$ cat src/rtl/clk_divider_bank_pkg.sv
// Shared constants and helpers for the multi-channel programmable clock divider.
package clk_div_pkg;

  localparam logic MODE_TOGGLE   = 1'b0;
  localparam logic MODE_STROBE   = 1'b1;
  localparam int   DEFAULT_WIDTH = 22;

  function automatic int ch_idx_w(input int num_ch);
    if (num_ch <= 1) begin
      return 1;
    end else begin
      return $clog2(num_ch);
    end
  endfunction

endpackage

$ cat src/rtl/clk_divider_bank_if.sv
// Configuration write port of the clock divider bank.
interface clk_divider_bank_if #(
  parameter int NUM_CH = 2,
  parameter int WIDTH  = clk_div_pkg::DEFAULT_WIDTH
);
  import clk_div_pkg::*;

  localparam int CH_W = ch_idx_w(NUM_CH);

  logic             cfg_we;
  logic [CH_W-1:0]  cfg_ch;
  logic [WIDTH-1:0] cfg_div;
  logic             cfg_mode;

  modport master (output cfg_we, output cfg_ch, output cfg_div, output cfg_mode);
  modport slave  (input  cfg_we, input  cfg_ch, input  cfg_div, input  cfg_mode);

endinterface

$ cat src/rtl/clk_divider_bank_channel.sv
// One divider channel: counter, shadow/active config, boundary-aligned apply and registered output.
module clk_div_channel
  import clk_div_pkg::*;
#(
  parameter int               WIDTH       = DEFAULT_WIDTH,
  parameter logic [WIDTH-1:0] DEFAULT_DIV = {WIDTH{1'b1}}
) (
  input  logic             clk_in,
  input  logic             rst_n,
  input  logic             en_i,
  input  logic             sync_i,
  input  logic             we_i,
  input  logic [WIDTH-1:0] div_i,
  input  logic             mode_i,
  output logic             div_out_o,
  output logic             pending_o
);

  logic [WIDTH-1:0] cnt_q, cnt_d, act_div_q, act_div_d, sh_div_q, sh_div_d;
  logic             act_mode_q, act_mode_d, sh_mode_q, sh_mode_d;
  logic             pend_q, pend_d, out_q, out_d;
  logic             wrap_s, apply_s, mode_chg_s, eff_mode_s, strobe_s;
  logic [WIDTH-1:0] eff_div_s;

  // Wrap/apply decode; a write coincident with a wrap or sync bypasses the shadow
  always_comb begin
    wrap_s     = en_i && (cnt_q == act_div_q);
    eff_div_s  = we_i ? div_i : sh_div_q;
    eff_mode_s = we_i ? mode_i : sh_mode_q;
    mode_chg_s = (eff_mode_s != act_mode_q);
    strobe_s   = (act_mode_q == MODE_STROBE);
    apply_s    = (we_i && (wrap_s || sync_i)) || (pend_q && (wrap_s || sync_i || !en_i));
  end

  // Next-state: sync beats everything, then mode-change apply, wrap, count, hold
  always_comb begin
    cnt_d      = cnt_q;
    act_div_d  = act_div_q;
    act_mode_d = act_mode_q;
    sh_div_d   = sh_div_q;
    sh_mode_d  = sh_mode_q;
    pend_d     = pend_q;
    out_d      = out_q;
    if (we_i) begin
      sh_div_d  = div_i;
      sh_mode_d = mode_i;
      pend_d    = 1'b1;
    end else begin
      pend_d = pend_q;
    end
    if (apply_s) begin
      act_div_d  = eff_div_s;
      act_mode_d = eff_mode_s;
      pend_d     = 1'b0;
    end else begin
      act_div_d = act_div_q;
    end
    if (sync_i) begin
      cnt_d = {WIDTH{1'b0}};
      out_d = 1'b0;
    end else if (apply_s && mode_chg_s) begin
      cnt_d = {WIDTH{1'b0}};
      out_d = 1'b0;
    end else if (wrap_s) begin
      cnt_d = {WIDTH{1'b0}};
      out_d = strobe_s ? 1'b1 : ~out_q;
    end else if (en_i) begin
      cnt_d = cnt_q + {{(WIDTH-1){1'b0}}, 1'b1};
      out_d = strobe_s ? 1'b0 : out_q;
    end else begin
      // A divisor shrunk while disabled must not strand cnt above it
      cnt_d = (apply_s && (cnt_q > eff_div_s)) ? {WIDTH{1'b0}} : cnt_q;
      out_d = strobe_s ? 1'b0 : out_q;
    end
  end

  // State registers
  always_ff @(posedge clk_in or negedge rst_n) begin
    if (!rst_n) begin
      cnt_q      <= {WIDTH{1'b0}};
      act_div_q  <= DEFAULT_DIV;
      act_mode_q <= MODE_TOGGLE;
      sh_div_q   <= DEFAULT_DIV;
      sh_mode_q  <= MODE_TOGGLE;
      pend_q     <= 1'b0;
      out_q      <= 1'b0;
    end else begin
      cnt_q      <= cnt_d;
      act_div_q  <= act_div_d;
      act_mode_q <= act_mode_d;
      sh_div_q   <= sh_div_d;
      sh_mode_q  <= sh_mode_d;
      pend_q     <= pend_d;
      out_q      <= out_d;
    end
  end

  assign div_out_o = out_q;
  assign pending_o = pend_q;

endmodule

$ cat src/rtl/clk_divider_bank.sv
// Multi-channel programmable clock divider: toggle or strobe outputs with glitch-free reconfiguration.
module clk_divider_bank
  import clk_div_pkg::*;
#(
  parameter int               NUM_CH      = 2,
  parameter int               WIDTH       = DEFAULT_WIDTH,
  parameter logic [WIDTH-1:0] DEFAULT_DIV = WIDTH'(22'h3FFFFF)
) (
  input  logic               clk_in,
  input  logic               rst_n,
  input  logic [NUM_CH-1:0]  en,
  input  logic               sync,
  clk_divider_bank_if.slave  cfg,
  output logic [NUM_CH-1:0]  div_out,
  output logic [NUM_CH-1:0]  cfg_pending
);

  logic [NUM_CH-1:0] we_s;

  // Per-channel write strobes; out-of-range indices match no channel
  always_comb begin
    we_s = {NUM_CH{1'b0}};
    for (int i = 0; i < NUM_CH; i++) begin
      if (cfg.cfg_we && (int'(cfg.cfg_ch) == i)) begin
        we_s[i] = 1'b1;
      end else begin
        we_s[i] = 1'b0;
      end
    end
  end

  for (genvar g = 0; g < NUM_CH; g++) begin : g_ch
    clk_div_channel #(
      .WIDTH       (WIDTH),
      .DEFAULT_DIV (DEFAULT_DIV)
    ) u_ch (
      .clk_in    (clk_in),
      .rst_n     (rst_n),
      .en_i      (en[g]),
      .sync_i    (sync),
      .we_i      (we_s[g]),
      .div_i     (cfg.cfg_div),
      .mode_i    (cfg.cfg_mode),
      .div_out_o (div_out[g]),
      .pending_o (cfg_pending[g])
    );
  end

endmodule

$ cat src/flat_wrapper.sv
// flat-port wrapper written by rule: the top's interface ports become plain ports
module clk_divider_bank_flat import clk_div_pkg::*;
#(
  parameter int               NUM_CH      = 2,
  parameter int               WIDTH       = DEFAULT_WIDTH,
  parameter logic [WIDTH-1:0] DEFAULT_DIV = WIDTH'(22'h3FFFFF)
)
  (clk_in, rst_n, en, sync, div_out, cfg_pending, cfg_cfg_we, cfg_cfg_ch, cfg_cfg_div, cfg_cfg_mode);
  clk_divider_bank_if #(.NUM_CH(NUM_CH), .WIDTH(WIDTH)) cfg_i ();
  input  logic clk_in;
  input  logic rst_n;
  input  logic [NUM_CH-1:0] en;
  input  logic sync;
  output logic [NUM_CH-1:0] div_out;
  output logic [NUM_CH-1:0] cfg_pending;
  input wire logic [$bits(cfg_i.cfg_we)-1:0] cfg_cfg_we;
  input wire logic [$bits(cfg_i.cfg_ch)-1:0] cfg_cfg_ch;
  input wire logic [$bits(cfg_i.cfg_div)-1:0] cfg_cfg_div;
  input wire logic [$bits(cfg_i.cfg_mode)-1:0] cfg_cfg_mode;
  assign cfg_i.cfg_we = cfg_cfg_we;
  assign cfg_i.cfg_ch = cfg_cfg_ch;
  assign cfg_i.cfg_div = cfg_cfg_div;
  assign cfg_i.cfg_mode = cfg_cfg_mode;
  clk_divider_bank #(.NUM_CH(NUM_CH), .WIDTH(WIDTH), .DEFAULT_DIV(DEFAULT_DIV)) u_core (.clk_in(clk_in), .rst_n(rst_n), .en(en), .sync(sync), .cfg(cfg_i), .div_out(div_out), .cfg_pending(cfg_pending));
endmodule
$ cat config.mk
export PLATFORM = sky130hd
export DESIGN_NAME = clk_divider_bank_flat
export DESIGN_NICKNAME = d
export VERILOG_FILES = /design/src/rtl/clk_divider_bank_pkg.sv /design/src/rtl/clk_divider_bank_if.sv /design/src/rtl/clk_divider_bank_channel.sv /design/src/rtl/clk_divider_bank.sv /design/src/flat_wrapper.sv
export SDC_FILE = /design/constraint.sdc
export NUM_CORES = 1
export LEC_CHECK = 0
export BUFFER_PORTS_ARGS = -buffer_cell sky130_fd_sc_hd__buf_2
export CAP_MARGIN = 15
export CORE_MARGIN = 3
export CORE_UTILIZATION = 25
export CTS_CLUSTER_DIAMETER = 60
export CTS_CLUSTER_SIZE = 12
export DETAILED_ROUTE_END_ITERATION = 16
export MAX_ROUTING_LAYER = met4
export PLACE_DENSITY = 0.43
export SYNTH_ARGS = -nofsm -noshare
export SYNTH_HDL_FRONTEND = slang
export SYNTH_SLANG_ARGS = --single-unit
$ cat constraint.sdc
create_clock -name clk_in -period 7.2 [get_ports clk_in]
set_input_delay 1.08 -clock clk_in [delete_from_list [all_inputs] [get_ports clk_in]]
set_output_delay 1.08 -clock clk_in [all_outputs]
set_load 0.01 [all_outputs]
==> out/summary.txt, run 1 <==
Cts hold-fix bufs - 0
DRC errors left - 0
Most common cell after layout, fill and taps aside - sky130_fd_sc_hd__dfstp_2
Critical path capture point type - flop
Total standard cell area after synthesis - 0.00805 mm²
Post-synthesis to final-layout area growth - 13.9%
Starting Density - 25.4%
Dominant synthesized flop cell - sky130_fd_sc_hd__dfstp_2
Transition time of the tightest slew-check pin - 0.868 ns
Final setup violation count - 0
Logic depth of the worst path, buffers included - 12
Number of buffers added on ports - 33
Die outline height - 185 µm
Largest vdd supply drop - 0.000166 V
Max-slew violation count - 0
Number of buffers added by the clock tree synthesis step - 17
Number of cells on the worst hold path - 2
Met1 layer wirelength in the final routing - 10.5 mm
Area of the core - 0.0316 mm²
First DRT Iteration DRCs - 304
Endpoint required time on the critical path - 7.51 ns
Share of cells above drive strength 1 - 27.8%
Number of violations of the max-capacitance limit - 0
Highest cell delay on the worst timing path - 0.49 ns
P_leak - 3.87 nW
Global placer's final weighted congestion - 0.735
Aggregate global-route resource usage - 13.2%
Mapped Cells - 793
Clock transition at path regs - 0.06 ns
Post-cts resize count - 0
Top library cells by usage in the layout, fill and taps aside - sky130_fd_sc_hd__dfstp_2, sky130_fd_sc_hd__inv_1, sky130_fd_sc_hd__nor2_1
Vias after detailed routing - 5720
Clock root buffer master - sky130_fd_sc_hd__clkbuf_16
Synthesized-area fraction occupied by and/or/nand/nor cells - 14.3%
Number of cells on the worst reg-to-reg path - 7
DR top layer - met4
Vias in the first global route - 5736
Die area - 0.0344 mm²
Hold crit path type - reg -> reg
Adder-cell share of the synthesized area - 7.15%
Run status - completed
Endpoints failing hold - 0
Area fraction in compound gates after synthesis - 12.3%
Async SR Flop Fraction - 100%
Utilization after layout - 29.0%
Number of H-tree levels - 4
Diodes inserted - 0
Achievable Freq - 265 MHz
Library cells used by synthesis - 53
Kind of critical path - in -> reg
FP Rows - 65
Cells along the critical path - buf_2 -> nand2b_1 -> buf_4 -> mux2_2 -> inv_1 -> ha_1 -> a21oi_1 -> o21ai_0 -> a2111oi_0 -> o22ai_1 -> o211a_2 -> o41ai_1
Clock latency on the worst-skew pair - 0.42 ns
Post-synthesis sequential element count - 140
ANT nets after route - 0
RSZ-0062 raised after global routing - false
Non-filler cells, final - 1232
Met2 Wirelength - 9.73 mm
Filler cell count - 3314
Final worst path period share - 52.5%
Area share of xor/xnor cells in the synthesized design - 5.55%
Hold slack - 0.508 ns
Detailed-routing iteration count for the pre-antenna-repair pass - 5
WL met3 - 508 µm
Wire length of the first global-routing pass - 33.8 mm
Total grt overflow - 0
PwrDens - 254 mW/mm²
Final Power - 0.00233 W
Maximum number of pins on one net before global-route repair - 60
Initial antenna violation count - 0
EDFF count, synth - 0
Critical Path Start Type - input port
Slowest-stage cell, CP - sky130_fd_sc_hd__a2111oi_0
Synthesized Nets - 869
Relative slew margins - 42.2%
Aggregate negative setup slack - 0 ns
Number of vias per cell - 4.64
Number of clock sinks seen by CTS - 140
Aggregate routed wire length - 21.0 mm
Maximum net fanout on the critical path - 25
Final setup skew - 0.0103 ns
TritonCTS clock tree - built
Post-synthesis mux area share - 10.1%
Post-detail-place hpwl - 15.1 mm
Warnings, synthesis - 0
Floorplan die width - 185 µm
Post-DR wirelength/cell - 17.0 µm
Number of nets in the finished design - 893
Post-layout minimum cycle time - 3.78 ns
Share of synthesized area occupied by flip-flops and latches - 44.9%
Per-instance average area after synthesis - 10.1 µm²
Sum of buffers and inverters on the critical path - 3
Placed Instances - 1200
Number of setup buffers added after CTS - 0
Top-level I/O count - 34
Crit path max-delay family - compound AO/OA/AOI/OAI gates
Combinational family with the most area after synthesis - simple AND/OR/NAND/NOR gates
Data arrival, critical path - 4.09 ns
Largest buffer count on any clock path - 2
report_power, final:
part | total (W) | switching [W] | internal [W]
Combinational | 0.000403 | 0.000218 | 0.000185
Clock | 0.000855 | 0.000369 | 0.000485
Sequential | 0.00107 | 0.0000754 | 0.000998
worst register-to-register path, stage by stage, from the launching register on:
cell	delay (ns)
sky130_fd_sc_hd__dfrtp_1	0.48
sky130_fd_sc_hd__xnor2_1	0.30
sky130_fd_sc_hd__nand4_1	0.17
sky130_fd_sc_hd__nor4_1	0.73
sky130_fd_sc_hd__o211a_1	0.26
sky130_fd_sc_hd__buf_4	0.41
sky130_fd_sc_hd__o211a_2	0.69
sky130_fd_sc_hd__o21ai_0	0.20
synth_stat cells (all sizes together) (5+ instances only):
cell | number | area share [%]
and2 | 16 | 1.2
o211a | 5 | 0.62
a221o | 6 | 0.75
nand2 | 34 | 1.6
xnor2 | 46 | 5.0
nand2b | 6 | 0.47
a211oi | 13 | 1.6
nand3 | 33 | 2.1
and3 | 15 | 1.2
dfrtp | 52 | 16
ha | 46 | 7.2
xor2 | 5 | 0.54
nor2 | 61 | 2.8
nor4 | 7 | 0.86
nor3 | 11 | 0.68
clkbuf | 14 | 0.65
mux2 | 72 | 10
o41ai | 5 | 0.82
a21oi | 35 | 2.2
o21ai | 63 | 3.9
inv | 67 | 3.1
o21a | 7 | 0.65
nor2b | 5 | 0.39
nand4 | 27 | 2.1
dfstp | 88 | 29
a31oi | 5 | 0.39
buf | 24 | 1.9
state kept, by name (all words and copies together) (netlist names):
| signal | count |
|---|---|
| u_core.g_ch.u_ch.act_div_q | 44 |
| u_core.g_ch.u_ch.cnt_q | 44 |
| u_core.g_ch.u_ch.sh_div_q | 44 |
| u_core.g_ch.u_ch.act_mode_q | 2 |
| u_core.g_ch.u_ch.div_out_o | 2 |
| u_core.g_ch.u_ch.pending_o | 2 |
| u_core.g_ch.u_ch.sh_mode_q | 2 |
layout make-up:
type | instances | area [µm²] | area share, %
clock inverters | 11 | 82.6 | 0.901
clock buffers | 21 | 483 | 5.27
flip-flops and latches | 140 | 3610 | 39.4
repair buffers | 43 | 246 | 2.69
well taps | 402 | 503 | 5.49
inverters | 67 | 251 | 2.74
multi-input cells | 548 | 3990 | 43.5
stage by stage:
step	cell area [µm²]	worst slack, ns
after global placement	8600	2.98
after CTS	9170	3.37
after detailed placement	8600	2.94
after floorplan	8050	3.43
after global routing	9170	3.04
final	9170	3.42
kinds of logic (layout without fill, tap and decap cells):
logic type / Yosys count / after routing
AOI/OAI and AO/OA: 153 / 153
xor gates and xnor gates: 51 / 51
adders and majority gates: 46 / 46
buffers and inverters: 105 / 142
DFF: 140 / 140
muxes: 72 / 72
and+or+nand+nor: 226 / 226
layer usage:
layer  GRT usage, %  vias to the layer above
met5              -                        -
met4           3.15                        0
met3           2.51                       16
met2           20.3                       74
met1           18.0                     2797
li1               -                     2833
worst paths after layout:
check                                                                     end                                           from  slack, ns
worst max-delay path                u_core.g_ch[0].u_ch.cnt_q[14]$_DFFE_PN0P_                                     cfg_cfg_ch       3.42
worst min-delay path            u_core.g_ch[0].u_ch.act_div_q[18]$_DFFE_PN1P_  u_core.g_ch[0].u_ch.act_div_q[18]$_DFFE_PN1P_       0.51
worst max register to register      u_core.g_ch[0].u_ch.cnt_q[13]$_DFFE_PN0P_       u_core.g_ch[0].u_ch.cnt_q[6]$_DFFE_PN0P_       3.81
worst min register to register  u_core.g_ch[0].u_ch.act_div_q[18]$_DFFE_PN1P_  u_core.g_ch[0].u_ch.act_div_q[18]$_DFFE_PN1P_       0.51
max in group asynchronous       u_core.g_ch[0].u_ch.act_div_q[10]$_DFFE_PN1P_                                          rst_n       5.54
min in group asynchronous            u_core.g_ch[0].u_ch.cnt_q[4]$_DFFE_PN0P_                                          rst_n       0.63
Power figures use the tool's default switching activity.
==> inputs of run 2 (changes only) <==
--- a/config.mk
+++ b/config.mk
@@ -5,6 +5,7 @@
 export SDC_FILE = /design/constraint.sdc
 export NUM_CORES = 1
 export LEC_CHECK = 0
+export ABC_AREA = 1
 export BUFFER_PORTS_ARGS = -buffer_cell sky130_fd_sc_hd__buf_2
 export CAP_MARGIN = 15
 export CORE_MARGIN = 3
@@ -13,7 +14,7 @@
 export CTS_CLUSTER_SIZE = 12
 export DETAILED_ROUTE_END_ITERATION = 16
 export MAX_ROUTING_LAYER = met4
-export PLACE_DENSITY = 0.43
+export PLACE_DENSITY = 0.44
 export SYNTH_ARGS = -nofsm -noshare
 export SYNTH_HDL_FRONTEND = slang
 export SYNTH_SLANG_ARGS = --single-unit
==> constraint.sdc (replaced) <==
create_clock -name clk_in -period 3.3 [get_ports clk_in]
set_input_delay 0.495 -clock clk_in [delete_from_list [all_inputs] [get_ports clk_in]]
set_output_delay 0.495 -clock clk_in [all_outputs]
set_load 0.01 [all_outputs]
==> run 2 against run 1 <==
  * Setup slack worse by 2.8 ns
  * Global-route usage up 1.2 points
  * Sequential cell count is the same
  * Clock skew rose by 0.0025 ns
==> out/summary.txt, run 2 <==
Number of clock sinks seen by CTS - 140
Final setup violation count - 0
Cells taking the most area after synthesis - sky130_fd_sc_hd__dfstp_2, sky130_fd_sc_hd__nand2_1, sky130_fd_sc_hd__dfrtp_1
Initial antenna violation count - 0
Mapped Cells - 1222
Global placer's final weighted congestion - 0.862
Worst slack at placement - 0.147 ns
Maximum number of pins on one net before global-route repair - 67
Share of cells above drive strength 1 - 16.3%
PwrDens - 507 mW/mm²
Top-area cell type share of the netlist area - 26.2%
Data arrival, critical path - 3.02 ns
EDFF count, synth - 0
P_leak - 5.27 nW
Async SR Flop Fraction - 100%
Detailed-routing iteration count for the pre-antenna-repair pass - 5
Post-layout minimum cycle time - 2.70 ns
Crit path max-delay family - simple AND/OR/NAND/NOR gates
Endpoint required time on the critical path - 3.62 ns
Dominant synthesized flop cell - sky130_fd_sc_hd__dfstp_2
ANT nets after route - 0
Filler cell count - 3795
Sum of buffers and inverters on the critical path - 2
RR Endpoint - u_core.g_ch[1].u_ch.cnt_q[8]$_DFFE_PN0P_
Number of cells on the worst reg-to-reg path - 15
Vias after detailed routing - 7599
Post-synthesis to final-layout area growth - 15.1%
Largest vdd supply drop - 0.000412 V
Reg area - 0.00361 mm²
Number of buffers added on ports - 33
Kind of critical path - reg -> reg
Number of vias per cell - 4.41
Number of buffers added by the clock tree synthesis step - 17
Top-count cell post-synth - sky130_fd_sc_hd__nand2_1
FP Rows - 68
Critical path capture point type - flop
Post-DR wirelength/cell - 14.7 µm
Cells along the critical path - inv_1 -> nand2_1 -> o21ai_0 -> ha_1 -> nand2_1 -> nor2_1 -> nand2_1 -> nor2_1 -> nand2_1 -> nand3_1 -> nand2_1 -> inv_1 -> nand3_2 -> nand4_1 -> nand2_1
Non-filler cells, final - 1724
Relative slew margins - 52.0%
Aggregate global-route resource usage - 14.3%
R2r startpoint - u_core.g_ch[1].u_ch.sh_div_q[21]$_DFF_PN1_
Clock transition at path regs - 0.07 ns
Diodes inserted - 0
Clock root buffer master - sky130_fd_sc_hd__clkbuf_16
Library cells used by synthesis - 41
Transition time of the tightest slew-check pin - 0.717 ns
Die outline height - 194 µm
List of most frequent post-synthesis cells - sky130_fd_sc_hd__nand2_1, sky130_fd_sc_hd__inv_1, sky130_fd_sc_hd__dfstp_2, sky130_fd_sc_hd__nor2_1, sky130_fd_sc_hd__o21ai_0
DRC errors left - 0
Worst Setup Slack, final - 0.603 ns
Clock latency on the worst-skew pair - 0.44 ns
Vias in the first global route - 7427
Run status - completed
Endpoints failing hold - 0
Critical Path Start Type - flop
TritonCTS clock tree - built
Largest buffer count on any clock path - 2
Worst setup startpoint - u_core.g_ch[1].u_ch.sh_div_q[21]$_DFF_PN1_
Aggregate negative setup slack - 0 ns
Total standard cell area after synthesis - 0.00884 mm²
Top library cells by usage in the layout, fill and taps aside - sky130_fd_sc_hd__nand2_1, sky130_fd_sc_hd__inv_1, sky130_fd_sc_hd__dfstp_2
Wire length of the first global-routing pass - 41.7 mm
Synthesized Nets - 1298
Cell type with the largest total area after synthesis - sky130_fd_sc_hd__dfstp_2
Highest cell delay on the worst timing path - 0.51 ns
Share of synthesized area occupied by flip-flops and latches - 40.9%
RSZ-0062 raised after global routing - false
Total grt overflow - 0
Hold crit path type - in -> async
Final Power - 0.00516 W
Warnings, synthesis - 0
Aggregate routed wire length - 25.3 mm
Top-level I/O count - 34
Final worst path period share - 81.7%
Cts hold-fix bufs - 0
Max-slew violation count - 0
Number of nets in the finished design - 1332
Floorplan die width - 194 µm
Starting Density - 25.5%
Achievable Freq - 371 MHz
End point of the critical path - u_core.g_ch[1].u_ch.cnt_q[8]$_DFFE_PN0P_
Maximum net fanout on the critical path - 22
CP dominant cell by count - sky130_fd_sc_hd__nand2_1
First DRT Iteration DRCs - 325
Area of the multi-input gates - 0.00425 mm²
Die area - 0.0376 mm²
Register-to-register path setup slack - 0.60 ns
Area of the core - 0.0347 mm²
Number of setup buffers added after CTS - 0
Number of H-tree levels - 4
Number of violations of the max-capacitance limit - 0
Post-cts resize count - 0
Logic depth of the worst path, buffers included - 15
Most common cell after layout, fill and taps aside - sky130_fd_sc_hd__nand2_1
Post-synthesis sequential element count - 140
Placed Instances - 1692
Per-instance average area after synthesis - 7.23 µm²
Post-detail-place hpwl - 19.3 mm
Slowest-stage cell, CP - sky130_fd_sc_hd__dfstp_2
Top Registers - u_core.g_ch.u_ch.act_div_q: 44 flops, u_core.g_ch.u_ch.cnt_q: 44 flops, u_core.g_ch.u_ch.sh_div_q: 44 flops
Final setup skew - 0.0129 ns
-- run 2: report_power, final --
part	leakage [nW]	internal [W]	total, W	switching [W]
registers	1.64	0.00207	0.00222	0.000148
clock network	0.302	0.00121	0.00205	0.000847
logic	3.32	0.000310	0.000884	0.000573
total	5.27	0.00359	0.00516	0.00157
-- run 2: how the worst min path moves through the flow --
stage                                                     to  cells after the start  slack, ns                                          start
6_report           u_core.g_ch[0].u_ch.cnt_q[17]$_DFFE_PN0P_                      1       0.07                                          rst_n
2_1_floorplan     u_core.g_ch[0].u_ch.act_mode_q$_DFFE_PN0P_                      0       0.20                                          rst_n
3_3_place_gp   u_core.g_ch[0].u_ch.act_div_q[17]$_DFFE_PN1P_                      2       0.47  u_core.g_ch[0].u_ch.act_div_q[17]$_DFFE_PN1P_
3_5_place_dp   u_core.g_ch[0].u_ch.act_div_q[17]$_DFFE_PN1P_                      2       0.47  u_core.g_ch[0].u_ch.act_div_q[17]$_DFFE_PN1P_
5_1_grt            u_core.g_ch[0].u_ch.cnt_q[17]$_DFFE_PN0P_                      1        0.1                                          rst_n
4_1_cts            u_core.g_ch[0].u_ch.cnt_q[20]$_DFFE_PN0P_                      1       0.08                                          rst_n
-- run 2: metrics by stage --
step	utilization, %	instance area (µm²)	hold slack [ns]
3_3_place_gp	27.6	9570	0.465
6_report	29.3	10200	0.0684
3_5_place_dp	27.6	9570	0.468
5_1_grt	29.3	10200	0.0980
4_1_cts	29.3	10200	0.0791
2_1_floorplan	-	8840	0.199
-- run 2: cell families after synthesis --
logic type	count (synthesis)	share of synthesized area (%)
xor+xnor	11	1.09
flops	140	40.9
compound gates	138	8.37
fa+ha+maj	46	6.51
buf+inv	245	11.0
simple gates	642	32.1
-- run 2: per-layer routing --
layer / global-route usage, % / up-vias / wire length [µm]
met3: 2.22 / 25 / 638
met5: - / - / 0
met2: 22.7 / 100 / 11900
met1: 19.3 / 3518 / 12400
li1: - / 3956 / -
met4: 3.72 / 0 / 358
-- run 2: layout make-up --
type / count / share of cell area [%]
inverter: 205 / 7.56
sequential: 140 / 35.5
tap: 455 / 5.59
multi-input combinational: 837 / 41.8
clock inverter: 14 / 1.79
clock buffer: 18 / 4.22
timing repair buffer: 55 / 3.55
==> inputs of run 3 (changes only) <==
==> constraint.sdc (replaced) <==
create_clock -name clk_in -period 2.25 [get_ports clk_in]
set_input_delay 0.3375 -clock clk_in [delete_from_list [all_inputs] [get_ports clk_in]]
set_output_delay 0.3375 -clock clk_in [all_outputs]
set_load 0.01 [all_outputs]
==> run 3 against run 2 <==
  * Global-route usage up 0.60 points
  * Cell count rose by 4.7%
  * Critical path depth shrank 1
  * Wire length increased by 9.9%
  * Highest routed layer unchanged
  * Non-clock buffer count increased by 81
  * Via count rose by 5.6%
  * Die area unchanged
  * Clock power increased by 33%
  * First-iteration DRC count increased by 34%
  * Largest power group unchanged
==> out/summary.txt, run 3 (same netlist as run 2, synthesis figures left out) <==
Run status - completed
Achievable Freq - 447 MHz
Number of vias per cell - 4.45
Filler cell count - 3697
R2r startpoint - u_core.g_ch[0].u_ch.sh_div_q[6]$_DFF_PN1_
Max-slew violation count - 0
Number of H-tree levels - 4
Cell Area, Placed - 0.0101 mm²
Final worst path period share - 99.4%
Top Registers - u_core.g_ch.u_ch.act_div_q: 44 flops, u_core.g_ch.u_ch.cnt_q: 44 flops, u_core.g_ch.u_ch.sh_div_q: 44 flops
Sum of buffers and inverters on the critical path - 4
DR top layer - met4
Wire length of the first global-routing pass - 43.7 mm
Die outline height - 194 µm
Post-layout minimum cycle time - 2.24 ns
Area of the core - 0.0347 mm²
Final setup violation count - 0
Design area - 0.0116 mm²
CP dominant cell by count - sky130_fd_sc_hd__nand2_1
Number of nets in the finished design - 1413
Clock transition at path regs - 0.07 ns
Met1 layer wirelength in the final routing - 13.0 mm
Aggregate negative setup slack - 0 ns
Clock root buffer master - sky130_fd_sc_hd__clkbuf_16
First DRT Iteration DRCs - 437
Aggregate global-route resource usage - 14.9%
PwrDens - 663 mW/mm²
Vias in the first global route - 7823
Worst Setup Slack, final - 0.0131 ns
Data arrival, critical path - 2.60 ns
Number of clock sinks seen by CTS - 140
P_leak - 5.81 nW
TritonCTS clock tree - built
Global placer's final weighted congestion - 0.854
Relative slew margins - 64.7%
Detailed-routing iteration count for the pre-antenna-repair pass - 5
Die area - 0.0376 mm²
Maximum net fanout on the critical path - 5
Most common cell after layout, fill and taps aside - sky130_fd_sc_hd__nand2_1
Startpoint of the worst hold path - cfg_cfg_div[12]
Number of buffers added on ports - 33
Number of buffers added by the clock tree synthesis step - 17
Worst setup startpoint - u_core.g_ch[0].u_ch.sh_div_q[6]$_DFF_PN1_
Post-DR wirelength/cell - 15.4 µm
Clock latency on the worst-skew pair - 0.43 ns
Largest vdd supply drop - 0.000520 V
Crit path max-delay family - simple AND/OR/NAND/NOR gates
Aggregate routed wire length - 27.8 mm
Slowest-stage cell, CP - sky130_fd_sc_hd__dfstp_2
Cells along the critical path - inv_1 -> nand2_1 -> o21ai_1 -> ha_4 -> nand2_4 -> nor4_4 -> buf_4 -> nand3_1 -> nand2_1 -> inv_2 -> nand3_4 -> clkbuf_16 -> nand4_1 -> nand2_1
Hold crit path type - in -> reg
Share of cells above drive strength 1 - 29.8%
Post-synthesis to final-layout area growth - 31.0%
Endpoint required time on the critical path - 2.61 ns
Highest cell delay on the worst timing path - 0.52 ns
Floorplan die width - 194 µm
Top-level I/O count - 34
Critical Path Start Type - flop
Top library cells by usage in the layout, fill and taps aside - sky130_fd_sc_hd__nand2_1, sky130_fd_sc_hd__inv_1, sky130_fd_sc_hd__buf_4, sky130_fd_sc_hd__dfstp_2, sky130_fd_sc_hd__nor2_1
FP Rows - 68
Maximum number of pins on one net before global-route repair - 52
RSZ-0062 raised after global routing - true
DRC errors left - 0
Total grt overflow - 0
Critical path capture point type - flop
Number of violations of the max-capacitance limit - 0
Post-detail-place hpwl - 20.2 mm
Transition time of the tightest slew-check pin - 0.529 ns
ANT nets after route - 0
Initial antenna violation count - 0
Endpoints failing hold - 0
Kind of critical path - reg -> reg
Worst slack at placement - -0.536 ns
Starting Density - 25.5%
Met2 Wirelength - 13.6 mm
Largest buffer count on any clock path - 2
Vias after detailed routing - 8027
Final setup skew - 0.00805 ns
Diodes inserted - 0
WL met3 - 892 µm
-- run 3: worst paths after layout --
kind	endpoint	slack, ns	cells after the start
worst max-delay path	u_core.g_ch[0].u_ch.cnt_q[9]$_DFFE_PN0P_	0.01	14
max in group asynchronous	u_core.g_ch[0].u_ch.act_div_q[0]$_DFFE_PN1P_	1.11	3
worst min register to register	u_core.g_ch[1].u_ch.act_div_q[7]$_DFFE_PN1P_	0.48	2
worst max register to register	u_core.g_ch[0].u_ch.cnt_q[9]$_DFFE_PN0P_	0.01	14
min in group asynchronous	u_core.g_ch[0].u_ch.div_out_o$_DFFE_PN0P_	0.45	2
worst min-delay path	u_core.g_ch[1].u_ch.sh_div_q[12]$_DFF_PN1_	0.21	3
-- run 3: cell type report --
cell class | count | area [µm²] | share of cell area (%)
Inverter | 205 | 769 | 6.65
Clock buffer | 17 | 425 | 3.67
Multi-Input combinational cell | 837 | 4910 | 42.4
Timing Repair Buffer | 136 | 1160 | 9.99
Sequential cell | 140 | 3620 | 31.2
Tap cell | 455 | 569 | 4.92
Clock inverter | 15 | 129 | 1.11
-- run 3: repair_timing --
item	CTS	global route
cloned	2	4
pin swaps	15	61
setup buffers	4	10
endpoints found under the hold margin	26	0
resized for setup	51	126
hold buffers	1	0
setup endpoints to repair	44	44
-- run 3: worst reg2reg max path, cell delays in order (launching register included) --
cell and delay (ns):
sky130_fd_sc_hd__dfstp_2 0.52, sky130_fd_sc_hd__inv_1 0.03, sky130_fd_sc_hd__nand2_1 0.05, sky130_fd_sc_hd__o21ai_1 0.13, sky130_fd_sc_hd__ha_4 0.31, sky130_fd_sc_hd__nand2_4 0.06
sky130_fd_sc_hd__nor4_4 0.26, sky130_fd_sc_hd__buf_4 0.15, sky130_fd_sc_hd__nand3_1 0.06, sky130_fd_sc_hd__nand2_1 0.08, sky130_fd_sc_hd__inv_2 0.05, sky130_fd_sc_hd__nand3_4 0.13
sky130_fd_sc_hd__clkbuf_16 0.18, sky130_fd_sc_hd__nand4_1 0.07, sky130_fd_sc_hd__nand2_1 0.08
-- run 3: through the flow --
stage               cells  util (%)  total power [W]  hold slack [ns]
CTS                  1796      31.3          0.00761            0.177
global route         1805      33.4          0.00817            0.213
floorplan            1222         -          0.00412           0.0419
finish               1805      33.4          0.00768            0.205
global placement     1759      29.2          0.00475            0.340
detailed placement   1759      29.2          0.00476            0.345
-- run 3: routing by layer --
metal,track usage (%),vias to the layer above
li1,-,4137
met1,19.8,3754
met2,24.3,113
met3,2.55,23
met4,2.90,0
met5,-,-
-- run 3: where the power goes --
group	leakage [nW]	internal (W)	total, W	switching, W
logic	3.90	0.000701	0.00170	0.000999
registers	1.64	0.00303	0.00325	0.000216
clock network	0.267	0.00145	0.00273	0.00128
